### config.mk
export PLATFORM = sky130hd
export DESIGN_NAME = led_pwm_fader_flat
export DESIGN_NICKNAME = d
export VERILOG_FILES = /design/src/rtl/led_pwm_fader_if.sv /design/src/rtl/led_pwm_fader.sv /design/src/flat_wrapper.sv
export SDC_FILE = /design/constraint.sdc
export NUM_CORES = 1
export LEC_CHECK = 0
export BUFFER_PORTS_ARGS = -buffer_cell sky130_fd_sc_hd__buf_2
export CAP_MARGIN = 20
export CELL_PAD_IN_SITES_DETAIL_PLACEMENT = 1
export CELL_PAD_IN_SITES_GLOBAL_PLACEMENT = 2
export CORE_ASPECT_RATIO = 1.2
export CORE_MARGIN = 2
export CORE_UTILIZATION = 30
export CTS_CLUSTER_SIZE = 25
export DETAILED_ROUTE_END_ITERATION = 8
export HOLD_SLACK_MARGIN = 0.03
export PLACE_DENSITY = 0.72
export RECOVER_POWER = 25
export SETUP_SLACK_MARGIN = 0.2
export SLEW_MARGIN = 20
export SYNTH_ARGS = -nofsm -noshare
export SYNTH_HDL_FRONTEND = slang
export SYNTH_SLANG_ARGS = --single-unit
export TNS_END_PERCENT = 10
### constraint.sdc
create_clock -name clk -period 4.8 [get_ports clk]
set_input_delay 0.48 -clock clk [delete_from_list [all_inputs] [get_ports clk]]
set_output_delay 0.48 -clock clk [all_outputs]
set_load 0.05 [all_outputs]
### src/rtl/led_pwm_fader_if.sv
// led_pwm_fader_if -- LED request / drive bundle for the PWM fader.
//
// Signals (3 channels, polarity set by the fader's ACTIVE_LOW parameter):
//   led_in  : requested on/off pattern from the upstream blink/rotate stage
//   pwm_out : registered PWM drive to the board LEDs
//   settled : per-channel flag, 1 when the channel sits at its target extreme
//
// Modports:
//   master : upstream/bench side, drives led_in and observes the outputs
//   slave  : fader side, consumes led_in and drives pwm_out / settled
interface led_pwm_fader_if;
   logic [2:0] led_in;
   logic [2:0] pwm_out;
   logic [2:0] settled;

   modport master (output led_in, input pwm_out, input settled);
   modport slave  (input led_in, output pwm_out, output settled);
endinterface

### src/rtl/led_pwm_fader.sv
// led_pwm_fader -- three-channel LED brightness fader.
//
// Each channel ramps its brightness level one step at a time towards full-on
// or full-off, following the requested pattern on led_in. The level is turned
// into a PWM waveform by comparing it with a free-running counter.
//
// Parameters:
//   PWM_BITS   : width of the PWM counter and brightness levels
//   STEP_CLKS  : clocks per brightness step (>= 1)
//   ACTIVE_LOW : 1 -> a 0 bit means "LED on" on both led_in and pwm_out
//
// Ports:
//   clk   : system clock, rising edge
//   rst_n : asynchronous active-low reset
//   bus   : slave side of led_pwm_fader_if (led_in in, pwm_out/settled out)
module led_pwm_fader #(
   parameter int PWM_BITS   = 8,
   parameter int STEP_CLKS  = 52734,
   parameter int ACTIVE_LOW = 1
) (
   input  logic            clk,
   input  logic            rst_n,
   led_pwm_fader_if.slave  bus
);

   // STEP_CLKS = 1 still needs a one-bit counter that never leaves 0.
   localparam int SC_W = (STEP_CLKS > 1) ? $clog2(STEP_CLKS) : 1;
   localparam logic [SC_W-1:0]     STEP_LAST = SC_W'(STEP_CLKS - 1);
   localparam logic [PWM_BITS-1:0] LVL_MAX   = '1;
   localparam logic                OFF_BIT   = (ACTIVE_LOW != 0);
   localparam logic                ON_BIT    = ~OFF_BIT;

   logic [2:0]                led_q;
   logic [PWM_BITS-1:0]       pwm_cnt;
   logic [SC_W-1:0]           step_cnt;
   logic                      step_tick;
   logic [2:0][PWM_BITS-1:0]  level;
   logic [2:0][PWM_BITS-1:0]  level_nxt;
   logic [2:0]                target_on;
   logic [2:0]                pwm_nxt;
   logic [2:0]                settled_nxt;
   logic [2:0]                pwm_q;
   logic [2:0]                settled_q;

   // One saturating brightness step towards the target extreme.
   function automatic logic [PWM_BITS-1:0] step_level(
      input logic [PWM_BITS-1:0] cur,
      input logic                up
   );
      logic [PWM_BITS-1:0] res;
      res = cur;
      if (up && (cur != LVL_MAX)) begin
         res = cur + PWM_BITS'(1);
      end else if (!up && (cur != '0)) begin
         res = cur - PWM_BITS'(1);
      end
      return res;
   endfunction

   // Full scale is lit continuously so the top level has no one-clock dark gap.
   function automatic logic is_lit(
      input logic [PWM_BITS-1:0] lvl,
      input logic [PWM_BITS-1:0] cnt
   );
      return (lvl == LVL_MAX) || (cnt < lvl);
   endfunction

   always_comb begin
      step_tick   = (step_cnt == STEP_LAST);
      target_on   = '0;
      level_nxt   = level;
      pwm_nxt     = {3{OFF_BIT}};
      settled_nxt = '0;
      for (int i = 0; i < 3; i++) begin
         target_on[i] = (led_q[i] == ON_BIT);
         if (step_tick) begin
            level_nxt[i] = step_level(level[i], target_on[i]);
         end
         pwm_nxt[i]     = is_lit(level[i], pwm_cnt) ? ON_BIT : OFF_BIT;
         settled_nxt[i] = target_on[i] ? (level[i] == LVL_MAX) : (level[i] == '0);
      end
   end

   always_ff @(posedge clk or negedge rst_n) begin
      if (!rst_n) begin
         led_q     <= {3{OFF_BIT}};
         pwm_cnt   <= '0;
         step_cnt  <= '0;
         level     <= '0;
         pwm_q     <= {3{OFF_BIT}};
         settled_q <= 3'b111;
      end else begin
         led_q     <= bus.led_in;
         pwm_cnt   <= pwm_cnt + PWM_BITS'(1);
         step_cnt  <= step_tick ? '0 : step_cnt + SC_W'(1);
         level     <= level_nxt;
         pwm_q     <= pwm_nxt;
         settled_q <= settled_nxt;
      end
   end

   assign bus.pwm_out = pwm_q;
   assign bus.settled = settled_q;

endmodule

### src/flat_wrapper.sv
// flat-port wrapper written by rule: the top's interface ports become plain ports
module led_pwm_fader_flat 
#(
   parameter int PWM_BITS   = 8,
   parameter int STEP_CLKS  = 52734,
   parameter int ACTIVE_LOW = 1
)
  (clk, rst_n, bus_led_in, bus_pwm_out, bus_settled);
  led_pwm_fader_if bus_i ();
  input  logic clk;
  input  logic rst_n;
  input wire logic [$bits(bus_i.led_in)-1:0] bus_led_in;
  output wire logic [$bits(bus_i.pwm_out)-1:0] bus_pwm_out;
  output wire logic [$bits(bus_i.settled)-1:0] bus_settled;
  assign bus_i.led_in = bus_led_in;
  assign bus_pwm_out = bus_i.pwm_out;
  assign bus_settled = bus_i.settled;
  led_pwm_fader #(.PWM_BITS(PWM_BITS), .STEP_CLKS(STEP_CLKS), .ACTIVE_LOW(ACTIVE_LOW)) u_core (.clk(clk), .rst_n(rst_n), .bus(bus_i));
endmodule
==> metrics.md <==
| Metric | Value |
|---|---|
| CP bufs+invs | `2` |
| Fin util | `0.351` |
| Total CTS buffers | `9` |
| WL per Instance | `between 10 and 15 µm` |
| Cell-internal power | `858 µW` |
| Placer congestion estimate | `0.766` |
| Max-cap violations | `1` |
| Most frequent cells in the layout | `dfrtp_1 (48), ha_1 (42), inv_1 (28)` |
| ANT cells | `0` |
| Hold path cells | `1` |
| GRT Resource Usage Total | `0.135` |
| Met1 Wirelength | `between 3000 and 4000 µm` |
| Syn Area/Cell | `slightly below 10 µm²` |
| HPWL Detailed | `slightly below 6000 µm` |
| Final Hold Violating Endpoints | `0` |
| Worst EP required | `~4.5 ns` |
| Area contributors post-synth | `dfrtp_1 (33%), ha_1 (15%), dfstp_2 (6.5%)` |
| CP top delay family | `buffers and inverters` |
| Post-synth EDFFs | `0` |
| Critical path capture point type | `async pin` |
| Initial antenna violation count | `0` |
| Clock skew | `between 0.007 and 0.008 ns` |
| Cell Pwr Density | `roughly 270 mW/mm²` |
| Via count normalized by instance count | `~4.9` |
| Post-synthesis cell area | `approximately 0.0036 mm²` |
| Area Overhead vs Synth | `13.3%` |
| Critical path's slowest cell | `clkbuf_1` |
| NumNets Final | `434` |
| Crit-path max FO | `57` |
| Total core area | `0.0117 mm²` |
| Critical path depth in cells | `2` |
| Met2 WL post-DR | `slightly above 4000 µm` |
| Combinational fraction of design power | `0.041` |
| Final wirelength | `7840 µm` |
| Max transition margin | `-1.11` |
| Max Used Layer | `met4` |
| CP Launch Type | `input port` |
| Setup TNS Final | `0 ns` |
| Fmax | `between 0.3 and 0.4 GHz` |
| Clk slew on worst S/H paths | `0.05 ns` |
| Drc violations | `0` |
| Post-synth cell types | `44` |
| Combinational family with the most area after synthesis | `adder cells` |
| R2R cell count | `10` |
| Critical path class | `in -> async` |
| Post-route clock period utilization | `0.646` |
| Post-CTS Setup Bufs | `0` |
| Flop and latch count out of synthesis | `57` |
| Drt pass-1 iters | `4` |
| Pleak | `1.82 nW` |
| Num rows | `43` |
| Post-Syn Instances | `around 370` |
| Post-synthesis simple-gate area fraction | `0.155` |
| Commonest non-fill, non-tap cell in the layout | `dfrtp_1` |
| GR Overflow Total | `0` |
| Clock share of power | `0.513` |
| First-pass GRT wire length | `about 14,000 µm` |
| Adder-cell share of the synthesized area | `0.162` |
| Vias | `about 2,700` |
| WP data arrival | `between 2 and 3 ns` |
| Top-area cell type share of the netlist area | `0.332` |
| P_sw | `between 200 and 250 µW` |
| Status | `finished with violations` |
| Post-cts hold buffer count | `0` |
| FFs w/ async S/R, synth | `1.00` |
| Worst slew pin tran | `between 3 and 4 ns` |
| Mux share of post-synthesis cell area | `0.0149` |
| Failing checks | `max-capacitance violations, max-slew violations` |
| CTS sink cnt | `57` |
| I/O Buffers | `10` |
| Met3 WL | `roughly 160 µm` |
| Peak supply drop | `0.000132 V` |
| Vias in the first global route | `roughly 3,000` |
| Detail Route Antenna Nets | `0` |
| Final Critical Period | `approximately 3.1 ns` |
| Final Slew Violations | `between 50 and 60` |
| Clock Tree Buf Depth | `2` |
| Fill cells | `~1,400` |
| Xor/xnor share of the synthesized area | `0.0895` |
| Finish-stage setup viols | `0` |
| Syn_nets | `415` |
| Compound-Gate Fraction of Synth Area | `0.143` |
| Htree depth | `3` |
| Main flop type after synthesis | `dfrtp_1` |
| Worst-path cell chain | `buf_2 -> clkbuf_1` |
| Yosys warns | `0` |
| Post-synthesis sequential area ratio | `0.397` |
| CTS root buf | `clkbuf_16` |
| Initial DRC Count | `43` |
| Pin count of the biggest net entering global routing | `58` |
| HP Class | `in -> reg` |
| Seq pwr share | `0.446` |
| Die ar. | `about 0.013 mm²` |
| Die height | `around 120 µm` |
| RSZ-0062 raised after global routing | `false` |
| Initial Util | `0.310` |
| Share of cells above drive strength 1 | `0.116` |
| Dominant cell type by area after synthesis | `dfrtp_1` |
| Die Width | `approximately 100 µm` |
| Resized Gates After CTS | `0` |
| Sw Ratio | `0.216` |
| Clock Latency Late Sink | `about 0.32 ns` |
| CTS tree | `built` |
| Crit-path max cell delay | `approximately 2.2 ns` |
| Boundary Pins | `11` |
## Yosys cell counts (2+ instances only)
| master | number |
|---|---|
| o21ai_0 | 23 |
| mux2i_1 | 2 |
| o21bai_1 | 3 |
| or2_2 | 3 |
| nand2_1 | 27 |
| xor2_1 | 17 |
| mux2_2 | 3 |
| ha_1 | 42 |
| buf_6 | 2 |
| nand2b_1 | 2 |
| and3_1 | 5 |
| dfrtp_1 | 48 |
| o21a_1 | 3 |
| or3_1 | 2 |
| inv_1 | 28 |
| a21oi_1 | 24 |
| nand4_1 | 10 |
| a21o_1 | 16 |
| nor2_1 | 22 |
| a21boi_0 | 4 |
| a21oi_2 | 2 |
| o31ai_1 | 3 |
| a211oi_1 | 2 |
| dfstp_2 | 9 |
| nand3_1 | 14 |
| xnor2_1 | 20 |
| fa_1 | 3 |
| nor4_1 | 6 |
| and4_1 | 3 |
| nor2_4 | 3 |
## final cells by class
class | count | area (µm²) | share of cell area
clock buffers | 14 | 254 | 0.0619
repair buffers | 12 | 61.3 | 0.0149
multi-input cells | 276 | 2040 | 0.498
inverters | 28 | 105 | 0.0256
clock inverters | 1 | 5.00 | 0.00122
flip-flops and latches | 57 | 1440 | 0.350
well taps | 157 | 196 | 0.0479
## power by group through the flow
| stage | registers (mW) | logic, mW | clock network [mW] |
|---|---|---|---|
| floorplan | 0.500 | 0.0223 | 0 |
| global placement | 0.496 | 0.0456 | 0 |
| detailed placement | 0.496 | 0.0462 | 0 |
| CTS | 0.488 | 0.0467 | 0.583 |
| global route | 0.488 | 0.0511 | 0.603 |
| finish | 0.488 | 0.0444 | 0.562 |
## layer usage
layer,vias up,GRT usage
li1,1328,-
met1,1319,0.162
met2,17,0.237
met3,9,0.0272
met4,0,0.0453
met5,-,0
## registers in the layout, indices dropped and copies added (netlist names)
name / flops
u_core.led_q: 3
u_core.step_cnt: 16
u_core.bus.settled: 3
u_core.pwm_cnt: 8
u_core.level: 24
u_core.bus.pwm_out: 3
## path summary, 6_finish.rpt
| kind | from | endpoint | slack, ns |
|---|---|---|---|
| max reg2reg | u_core.level[23] | u_core.level[23] | 1.79 |
| min | bus_led_in[1] | u_core.led_q[1] | 0.25 |
| min in group asynchronous | rst_n | u_core.level[10] | 1.31 |
| max in group clk | u_core.level[23] | u_core.level[23] | 1.79 |
| min reg2reg | u_core.step_cnt[0] | u_core.step_cnt[0] | 0.51 |
| max | rst_n | u_core.step_cnt[15] | 1.70 |
## through the flow
| stage | hold WS (ns) | cells | setup WS (ns) | area, µm² | power (mW) |
|---|---|---|---|---|---|
| after global placement | 0.505 | 530 | 2.00 | 3850 | 0.541 |
| after detailed placement | 0.516 | 530 | 1.82 | 3850 | 0.542 |
| after global routing | 0.249 | 545 | 0.972 | 4100 | 1.14 |
| after floorplan | 0.184 | 365 | 2.22 | 3620 | 0.522 |
| final | 0.255 | 545 | 1.70 | 4100 | 1.09 |
| after CTS | 0.243 | 545 | 1.77 | 4110 | 1.12 |
## logic make-up (layout without fill, tap and decap cells)
family	after synthesis	after routing
compound gates	84	84
xor+xnor	37	37
fa+ha+maj	45	45
buf+inv	32	55
flops	57	57
mux	5	5
simple gates	105	105
(Power assumes the default switching activity.)
